**src/rtl/spi_sprite_master_tx.sv**
```systemverilog
// spi_sprite_master_tx
// SPI mode 0 master (MOSI only, MSB first, 32-bit words) that streams one
// sprite frame: command word, colour header words, then packed pixel words
// fetched from a synchronous word-wide memory.
// Optional feature macro: SPI_TX_CS_EN adds an active-low chip select cs_n
// with CLKDIV-cycle lead and tail guard times around the frame.
//
// state    | meaning
// ---------+------------------------------------------------------------
// S_IDLE   | waiting for start, SPI lines quiet
// S_LEAD   | cs_n low, guard time before first word (SPI_TX_CS_EN only)
// S_FETCH  | memory read strobe for pixel words, sck low
// S_LOAD   | shift register loaded with command/header/pixel word
// S_SHIFT  | 32 sck periods of CLKDIV low + CLKDIV high cycles
// S_TAIL   | cs_n still low, guard time after last fall (SPI_TX_CS_EN only)
// S_FINISH | done pulse, busy dropped

module spi_sprite_master_tx #(
  parameter int          NUMPIXELS         = 1024,
  parameter int          BITSPERPIXEL      = 4,
  parameter int          NUMCOLORSINHEADER = 4,
  parameter int          CLKDIV            = 4,
  parameter logic [31:0] CMDWORD           = 32'h0000_0001,
  localparam int         NPW               = NUMPIXELS * BITSPERPIXEL / 32,
  localparam int         AW                = (NPW > 1) ? $clog2(NPW) : 1
) (
  input  logic                            clk,
  input  logic                            reset,
  input  logic                            start,
  input  logic [NUMCOLORSINHEADER*24-1:0] header_colors,
  output logic                            mem_rd,
  output logic [AW-1:0]                   mem_addr,
  input  logic [31:0]                     mem_rdata,
  output logic                            sck,
  output logic                            mosi,
  output logic                            busy,
  output logic                            done
`ifdef SPI_TX_CS_EN
  ,
  output logic                            cs_n
`endif
);

  localparam int NWORDS = 1 + NUMCOLORSINHEADER + NPW;
  localparam int WIDXW  = $clog2(NWORDS + 1);
  localparam int DIVW   = $clog2(CLKDIV) + 1;

  localparam logic [DIVW-1:0]  DIV_LOAD = DIVW'(CLKDIV - 1);
  localparam logic [WIDXW-1:0] LAST_IDX = WIDXW'(NWORDS - 1);
  localparam logic [WIDXW-1:0] NC_IDX   = WIDXW'(NUMCOLORSINHEADER);

  typedef enum logic [2:0] {
    S_IDLE,
    S_FETCH,
    S_LOAD,
    S_SHIFT,
    S_FINISH
`ifdef SPI_TX_CS_EN
    ,
    S_LEAD,
    S_TAIL
`endif
  } state_t;

  state_t           r_state;
  logic [WIDXW-1:0] r_word_idx;
  logic [4:0]       r_bit_cnt;
  logic [DIVW-1:0]  r_div;
  logic [31:0]      r_shreg;
  logic             r_sck;
  logic             r_mosi;
  logic             r_busy;
  logic             r_done;
  logic             r_mem_rd;
  logic [AW-1:0]    r_mem_addr;
`ifdef SPI_TX_CS_EN
  logic             r_cs_n;
`endif

  logic [31:0]      w_hdr_word;
  logic [31:0]      w_load_word;
  logic             w_next_is_pixel;
  logic [AW-1:0]    w_next_addr;

  // header word for the current word index, sampled live in LOAD
  always_comb begin
    w_hdr_word = '0;
    for (int i = 0; i < NUMCOLORSINHEADER; i++) begin
      if (r_word_idx == WIDXW'(i + 1)) begin
        w_hdr_word = {8'h00, header_colors[24*i +: 24]};
      end
    end
  end

  // pick what the shift register is loaded with, and where the next pixel read goes
  always_comb begin
    if (r_word_idx == '0) begin
      w_load_word = CMDWORD;
    end else if (r_word_idx <= NC_IDX) begin
      w_load_word = w_hdr_word;
    end else begin
      w_load_word = mem_rdata;
    end
    w_next_is_pixel = (r_word_idx >= NC_IDX);
    w_next_addr     = AW'(r_word_idx - NC_IDX);
  end

  // frame sequencer with registered SPI and memory outputs
  always_ff @(posedge clk or posedge reset) begin
    if (reset) begin
      r_state    <= S_IDLE;
      r_word_idx <= '0;
      r_bit_cnt  <= '0;
      r_div      <= '0;
      r_shreg    <= '0;
      r_sck      <= 1'b0;
      r_mosi     <= 1'b0;
      r_busy     <= 1'b0;
      r_done     <= 1'b0;
      r_mem_rd   <= 1'b0;
      r_mem_addr <= '0;
`ifdef SPI_TX_CS_EN
      r_cs_n     <= 1'b1;
`endif
    end else begin
      r_done   <= 1'b0;
      r_mem_rd <= 1'b0;
      case (r_state)
        S_IDLE: begin
          r_sck  <= 1'b0;
          r_mosi <= 1'b0;
          if (start) begin
            r_busy     <= 1'b1;
            r_word_idx <= '0;
            r_bit_cnt  <= '0;
`ifdef SPI_TX_CS_EN
            r_cs_n  <= 1'b0;
            r_div   <= DIV_LOAD;
            r_state <= S_LEAD;
`else
            r_state <= S_FETCH;
`endif
          end
        end
`ifdef SPI_TX_CS_EN
        S_LEAD: begin
          if (r_div == '0) begin
            r_state <= S_FETCH;
          end else begin
            r_div <= r_div - 1'b1;
          end
        end
        S_TAIL: begin
          if (r_div == '0) begin
            r_cs_n  <= 1'b1;
            r_busy  <= 1'b0;
            r_done  <= 1'b1;
            r_mosi  <= 1'b0;
            r_state <= S_FINISH;
          end else begin
            r_div <= r_div - 1'b1;
          end
        end
`endif
        S_FETCH: begin
          r_state <= S_LOAD;
        end
        S_LOAD: begin
          r_shreg   <= w_load_word;
          r_mosi    <= w_load_word[31];
          r_bit_cnt <= '0;
          r_div     <= DIV_LOAD;
          r_sck     <= 1'b0;
          r_state   <= S_SHIFT;
        end
        S_SHIFT: begin
          if (r_div != '0) begin
            r_div <= r_div - 1'b1;
          end else begin
            r_div <= DIV_LOAD;
            r_sck <= ~r_sck;
            if (r_sck) begin
              // falling edge: slave has sampled this bit, present the next one
              r_shreg   <= {r_shreg[30:0], 1'b0};
              r_mosi    <= r_shreg[30];
              r_bit_cnt <= r_bit_cnt + 5'd1;
              if (r_bit_cnt == 5'd31) begin
                if (r_word_idx == LAST_IDX) begin
`ifdef SPI_TX_CS_EN
                  r_state <= S_TAIL;
`else
                  r_busy  <= 1'b0;
                  r_done  <= 1'b1;
                  r_mosi  <= 1'b0;
                  r_state <= S_FINISH;
`endif
                end else begin
                  r_word_idx <= r_word_idx + 1'b1;
                  r_state    <= S_FETCH;
                  if (w_next_is_pixel) begin
                    r_mem_rd   <= 1'b1;
                    r_mem_addr <= w_next_addr;
                  end
                end
              end
            end
          end
        end
        S_FINISH: begin
          r_state <= S_IDLE;
        end
        default: begin
          r_state <= S_IDLE;
        end
      endcase
    end
  end

  assign sck      = r_sck;
  assign mosi     = r_mosi;
  assign busy     = r_busy;
  assign done     = r_done;
  assign mem_rd   = r_mem_rd;
  assign mem_addr = r_mem_addr;
`ifdef SPI_TX_CS_EN
  assign cs_n     = r_cs_n;
`endif

endmodule

```
**config.mk**
```make
export PLATFORM = sky130hd
export DESIGN_NAME = spi_sprite_master_tx
export DESIGN_NICKNAME = d
export VERILOG_FILES = /design/src/rtl/spi_sprite_master_tx.sv
export SDC_FILE = /design/constraint.sdc
export NUM_CORES = 1
export LEC_CHECK = 0
export BUFFER_PORTS_ARGS = -buffer_cell sky130_fd_sc_hd__buf_2
export CAP_MARGIN = 20
export CORE_UTILIZATION = 25
export CTS_CLUSTER_SIZE = 25
export DETAILED_ROUTE_END_ITERATION = 6
export GPL_TIMING_DRIVEN = 0
export SYNTH_ARGS = -nofsm -noshare
export SYNTH_HDL_FRONTEND = slang
export SYNTH_SLANG_ARGS = --single-unit
```
**constraint.sdc**
```tcl
create_clock -name clk -period 2.1 [get_ports clk]
set_clock_uncertainty 0.05 [all_clocks]
set_input_delay 0.105 -clock clk [delete_from_list [all_inputs] [get_ports clk]]
set_output_delay 0.105 -clock clk [all_outputs]
set_load 0.02 [all_outputs]
```
## Word-level counts from Yosys, hierarchy flattened

Cells that the tools add are included.

- Add/subtract/negate cells: 4
- Order comparisons: 2
- Equal/unequal tests: 15
- Muxes and demuxes: 51
- Bitwise gates (word level): 3
- Reduce and logical (&&, ||, !) cells: 16

Operator list:

| cell | count |
|---|---|
| $mux 32 | 5 |
| $mux 31 | 2 |
| $pmux 31 s2 | 1 |
| $mux 8 | 5 |
| $mux 24 | 1 |
| $mux 1 | 21 |
| $mux 3 | 6 |
| $reduce_and 6->1 | 3 |
| $eq 8x2->1 const B | 2 |
| $pmux 8 s2 | 1 |
| $mux 5 | 3 |
| $pmux 5 s3 | 1 |
| $ne 2x2->1 const B | 6 |
| $pmux 3 s4 | 1 |
| $add 8x1->8 const B | 1 |
| $eq 8x1->1 const B | 1 |
| $eq 8x3->1 const B | 1 |
| $eq 8x8->1 const B | 1 |
| $ge 8x3->1 const B | 1 |
| $le 8x3->1 const B | 1 |
| $logic_not 8->1 | 1 |
| $reduce_and 4->1 | 2 |
| $sub 7x3->7 const B | 1 |
| $eq 3x2->1 const B | 2 |
| 14 further kinds | 21 |

- Bits in registers: 62
- Bits of input ports: 131

## Logic depth before layout (Yosys ltp)

- Depth in word-level cells: 8
- Depth in mapped cells: 9

## Least setup slack after synthesis

Ideal clock, no wire load.

- Path kind: reg-to-reg
- Start point: register r_word_idx[0]
- End point: register r_shreg[10]
- Library setup time: 0.132 ns
- Arrival time: 1.853 ns
- Required time: 1.918 ns
- Setup slack: 0.065 ns
- Cell stages (with the launch flop): 9
- Period minus slack after synthesis: 2.035 ns
- Cell sequence: dfrtp_1 -> inv_1 -> ha_1 -> clkbuf_1 -> a21boi_0 -> nand3_1 -> clkbuf_1 -> a311oi_1 -> a211oi_1

- Longest elaborated chain between the ends: 8
- Elaborated cells on any way between the ends: 13
- Those cells by class: order compare: 1; eq/ne: 4; mux: 7; reduce/logical: 1

Ends and longest elaborated chain:

| what | line | text |
|---|---|---|
| from (decl) | 66 | `logic [WIDXW-1:0] r_word_idx;` |
| from (signal assigned) | 198 | `r_word_idx <= r_word_idx + 1'b1;` |
| $eq 8x1->1 | 89 | `if (r_word_idx == WIDXW'(i + 1)) begin` |
| $mux 24 | 89 |  |
| $mux 32 (3 in series) | 89 |  |
| $mux 32 | 99 | `end else if (r_word_idx <= NC_IDX) begin` |
| $mux 32 (*) | 97 | `if (r_word_idx == '0) begin` |
| $pmux 31 s2 (*) | 128 | `case (r_state)` |
| to (signal assigned) | 169 | `r_shreg <= w_load_word;` |
| to (signal assigned) | 184 | `r_shreg <= {r_shreg[30:0], 1'b0};` |
| to (decl) | 69 | `logic [31:0] r_shreg;` |

Every way passes the cells marked *; elsewhere a longest branch is shown, timed or not.
A chain may end at the register's enable or synchronous reset.

## Worst setup path after layout

- Start point: register r_bit_cnt[0]
- End point: register r_word_idx[3]

- Longest elaborated chain between the ends: 3

Ends and longest elaborated chain:

| what | line | text |
|---|---|---|
| from (decl) | 67 | `logic [4:0] r_bit_cnt;` |
| from (signal assigned) | 186 | `r_bit_cnt <= r_bit_cnt + 5'd1;` |
| $eq 5x5->1 | 187 | `if (r_bit_cnt == 5'd31) begin` |
| $ne 2x2->1 (no line) | - |  |
| $reduce_and 6->1 (no line) | - |  |

Every way passes these cells.

==> results by group <==
Layout
  • # fillers: 1,766
  • Fin cells: 876
  • Antenna Diode Count: 0
  • Final nets: 794
  • Reg area: 1550 sq um
  • Layout cell share with drive strength beyond 1: 0.369
  • Area grow syn2layout: 40.2%
  • Multi-input logic area: 2620 sq um

Floorplanning
  • Io pins: 143
  • Row Count: 47
  • Die Span X: 132 um
  • Core area: 16,600 sq um
  • Die Footprint: 17,500 sq um
  • Initial Util: 0.256
  • Die height: 132 um

Critical path
  • FF-to-FF setup slack: -0.04 ns
  • Crit Reg-Reg Endpoint: r_word_idx[3]
  • Max Fanout on Critical Path: 5
  • Critical R2R Launch: r_bit_cnt[0]
  • Reg2Reg Depth: 8
  • CP Class: reg2reg
  • Critical Path Start Type: flop
  • Data arrival, critical path: 2.36 ns
  • Worst setup EP type: flop
  • WP data required: 2.31 ns

Timing
  • PnR worst setup slack: -0.0425 ns
  • Tmin final: 2.14 ns
  • Setup violators final: 1
  • Fmax: 467 MHz
  • Final period utilization: 1.02
  • RSZ-0062 raised after global routing: true
  • Final hold vios: 0
  • Slew HR: 0.455
  • Worst slew pin tran: 0.818 ns
  • Final slew viol count: 0

Min path
  • Tightest Hold Check Type: in2reg
  • WHS Endpoint: r_shreg[25]
  • Worst Min Path Start: mem_rdata[25]
  • Hold Path Depth: 3

Synthesis
  • Yosys reg bits: 62
  • Top cell type's share of synthesized area: 0.365
  • Largest cells by area after synthesis: dfrtp_1 (36%), a221o_1 (5.2%), nor2_1 (5.1%), a311oi_1 (4.5%), o221ai_1 (4.5%)
  • Top-count cell post-synth: dfrtp_1
  • Biggest area consumer among synthesized cells: dfrtp_1
  • Ys async rst share: 1.00
  • Mean Syn Cell Area: 8.81 sq um
  • Post-Syn Nets: 626
  • Register area share after synthesis: 0.365
  • Post-synth top cells: dfrtp_1 (62), nor2_1 (58), clkbuf_1 (34)
  • Synth Instances: 483
  • Synth warn: 0
  • EDFF count, synth: 0
  • Cell Area, Synth: 4250 sq um
  • Post-synth top flop: dfrtp_1
  • Distinct cell type count after synthesis: 57

CTS
  • Htree depth: 3
  • CTS tree: yes
  • CTS Sinks: 62
  • CTS Buf Count: 9
  • Clock transition at the registers of the reported paths: 0.05 ns
  • Clk_lat worst skew: 0.34 ns
  • Clock root cell: clkbuf_16
  • Max clock buf depth: 2

Global routing
  • GR Overflow Total: 0
  • Total Routing Usage GR: 0.171
  • Initial antenna violation count: 0
  • First-pass GRT wire length: 23,400 um
  • Number of global-route vias before repair: 4,382
  • Largest net degree at the start of global routing: 63

Routing
  • Vias: 4,524
  • Post-Route WL: 14,900 um
  • Antenna viol nets, final: 0
  • DRC viols: 0
  • Routed len/inst: 17.0 um
  • DRT Pass-1 Iters: 5
  • DR iter-0 viols: 196
  • Detail-routed via count per cell: 5.16

Placed design
  • IO Port Bufs: 142
  • Final GP Congestion: 0.763
  • Placed insts: 845
  • Post-DP HPWL: 11,000 um

Run status
  • Status: finished with violations
  • Failing checks: setup timing

Power
  • Power density over the cells: 558 nW/um^2
  • Maximum vdd ir drop: 0.417 mV
  • Lkg Pwr: 2.66 nW
  • Total power: 3.33 mW

Flow run
  • Max_cap viols: 0
==> worst max-delay path: stages, from the launching register on <==
cell      delay, ns
dfrtp_1        0.37
ha_2           0.19
and3_4         0.19
ha_4           0.14
and4b_2        0.29
o211ai_1       0.21
buf_4          0.21
or3_1          0.30
a21oi_1        0.12
==> layer usage <==
layer  global-route usage  routed length, um  vias to the layer above
met2                0.286               7220                      132
met5                    0                  0                        -
met3               0.0387                803                        8
met4               0.0332                104                        0
li1                     -                  -                     2190
met1                0.227               6780                     2194
==> how the worst max path moves through the flow <==
stage             startpoint            end  depth (start not counted)
2_1_floorplan  r_word_idx[0]    r_shreg[10]                          8
6_report        r_bit_cnt[0]  r_word_idx[3]                          8
3_3_place_gp           reset    r_shreg[14]                          2
5_1_grt         r_bit_cnt[0]  r_word_idx[3]                          8
3_5_place_dp   r_word_idx[0]    r_shreg[12]                          9
4_1_cts        r_word_idx[1]     r_shreg[3]                          7
==> placed cells by master, fill, tap and decap left out, drive strengths merged, types with 4 or more instances in the layout <==
cell and instances:
nor3 4, a311oi 22, a21oi 12, clkbuf 41
nand2 15, a211oi 22, o221ai 22, buf 167
a221o 22, ha 12, a31oi 11, nand2b 26
or4 4, dfrtp 62, dlygate4sd3 7, inv 16
nor2b 5, nor2 59, o21ai 33, nand3 16
o21a 24
==> kinds of logic (layout without fill, tap and decap cells) <==
group | after synthesis | count (layout) | share of synthesized area
flip-flops | 62 | 62 | 0.365
multiplexers | 3 | 3 | 0.00824
buffers and inverters | 62 | 235 | 0.0609
XOR/XNOR | 4 | 4 | 0.00824
AND/OR/NAND/NOR | 152 | 152 | 0.192
adder cells (fa/ha/maj) | 12 | 12 | 0.0353
AO/OA/AOI/OAI | 188 | 188 | 0.331
==> registers in the layout, indices dropped and copies added (netlist names) <==
| name | cells |
|---|---|
| r_div | 3 |
| mosi | 1 |
| r_bit_cnt | 5 |
| sck | 1 |
| mem_addr | 7 |
| busy | 1 |
| done | 1 |
| mem_rd | 1 |
| r_shreg | 31 |
| r_state | 3 |
| r_word_idx | 8 |
==> where the power goes <==
group          total, mW  switching, mW  internal (mW)
Clock               1.62          0.548           1.07
Sequential          1.30         0.0421           1.26
Combinational      0.410          0.192          0.218
Total               3.33          0.782           2.54
==> what timing repair did <==
action | CTS | global route
setup endpoints to repair | 46 | 52
gates resized for setup | 47 | 54
pin swaps | 5 | 9
hold buffers | 7 | 0
buffers inserted | 4 | 10
hold endpoints to repair | 68 | 0
==> stage by stage <==
| step | instance area, sq um | setup TNS, ns | setup WS (ns) | utilization | hold WS [ns] |
|---|---|---|---|---|---|
| 2_1_floorplan | 4250 | 0 | 0.0652 | - | 0.214 |
| 3_3_place_gp | 5240 | -53.65 | -0.592 | 0.316 | 0.336 |
| 3_5_place_dp | 5240 | -18.02 | -0.646 | 0.316 | 0.285 |
| 4_1_cts | 5770 | -0.00923 | -0.00799 | 0.348 | 0.000845 |
| 5_1_grt | 5960 | -0.409 | -0.143 | 0.360 | 0.0103 |
| 6_report | 5960 | -0.0425 | -0.0425 | 0.360 | 0.0103 |
==> final cells by class <==
class                           instances  share of cell area
Multi-Input combinational cell        359               0.440
Sequential cell                        62               0.261
Timing Repair Buffer                  163               0.149
Tap cell                              220              0.0462
Clock buffer                           12              0.0413
Buffer                                 40              0.0413
Clock inverter                          4              0.0118
Inverter                               16              0.0105
No activity file was read; power rests on OpenSTA's default activity.
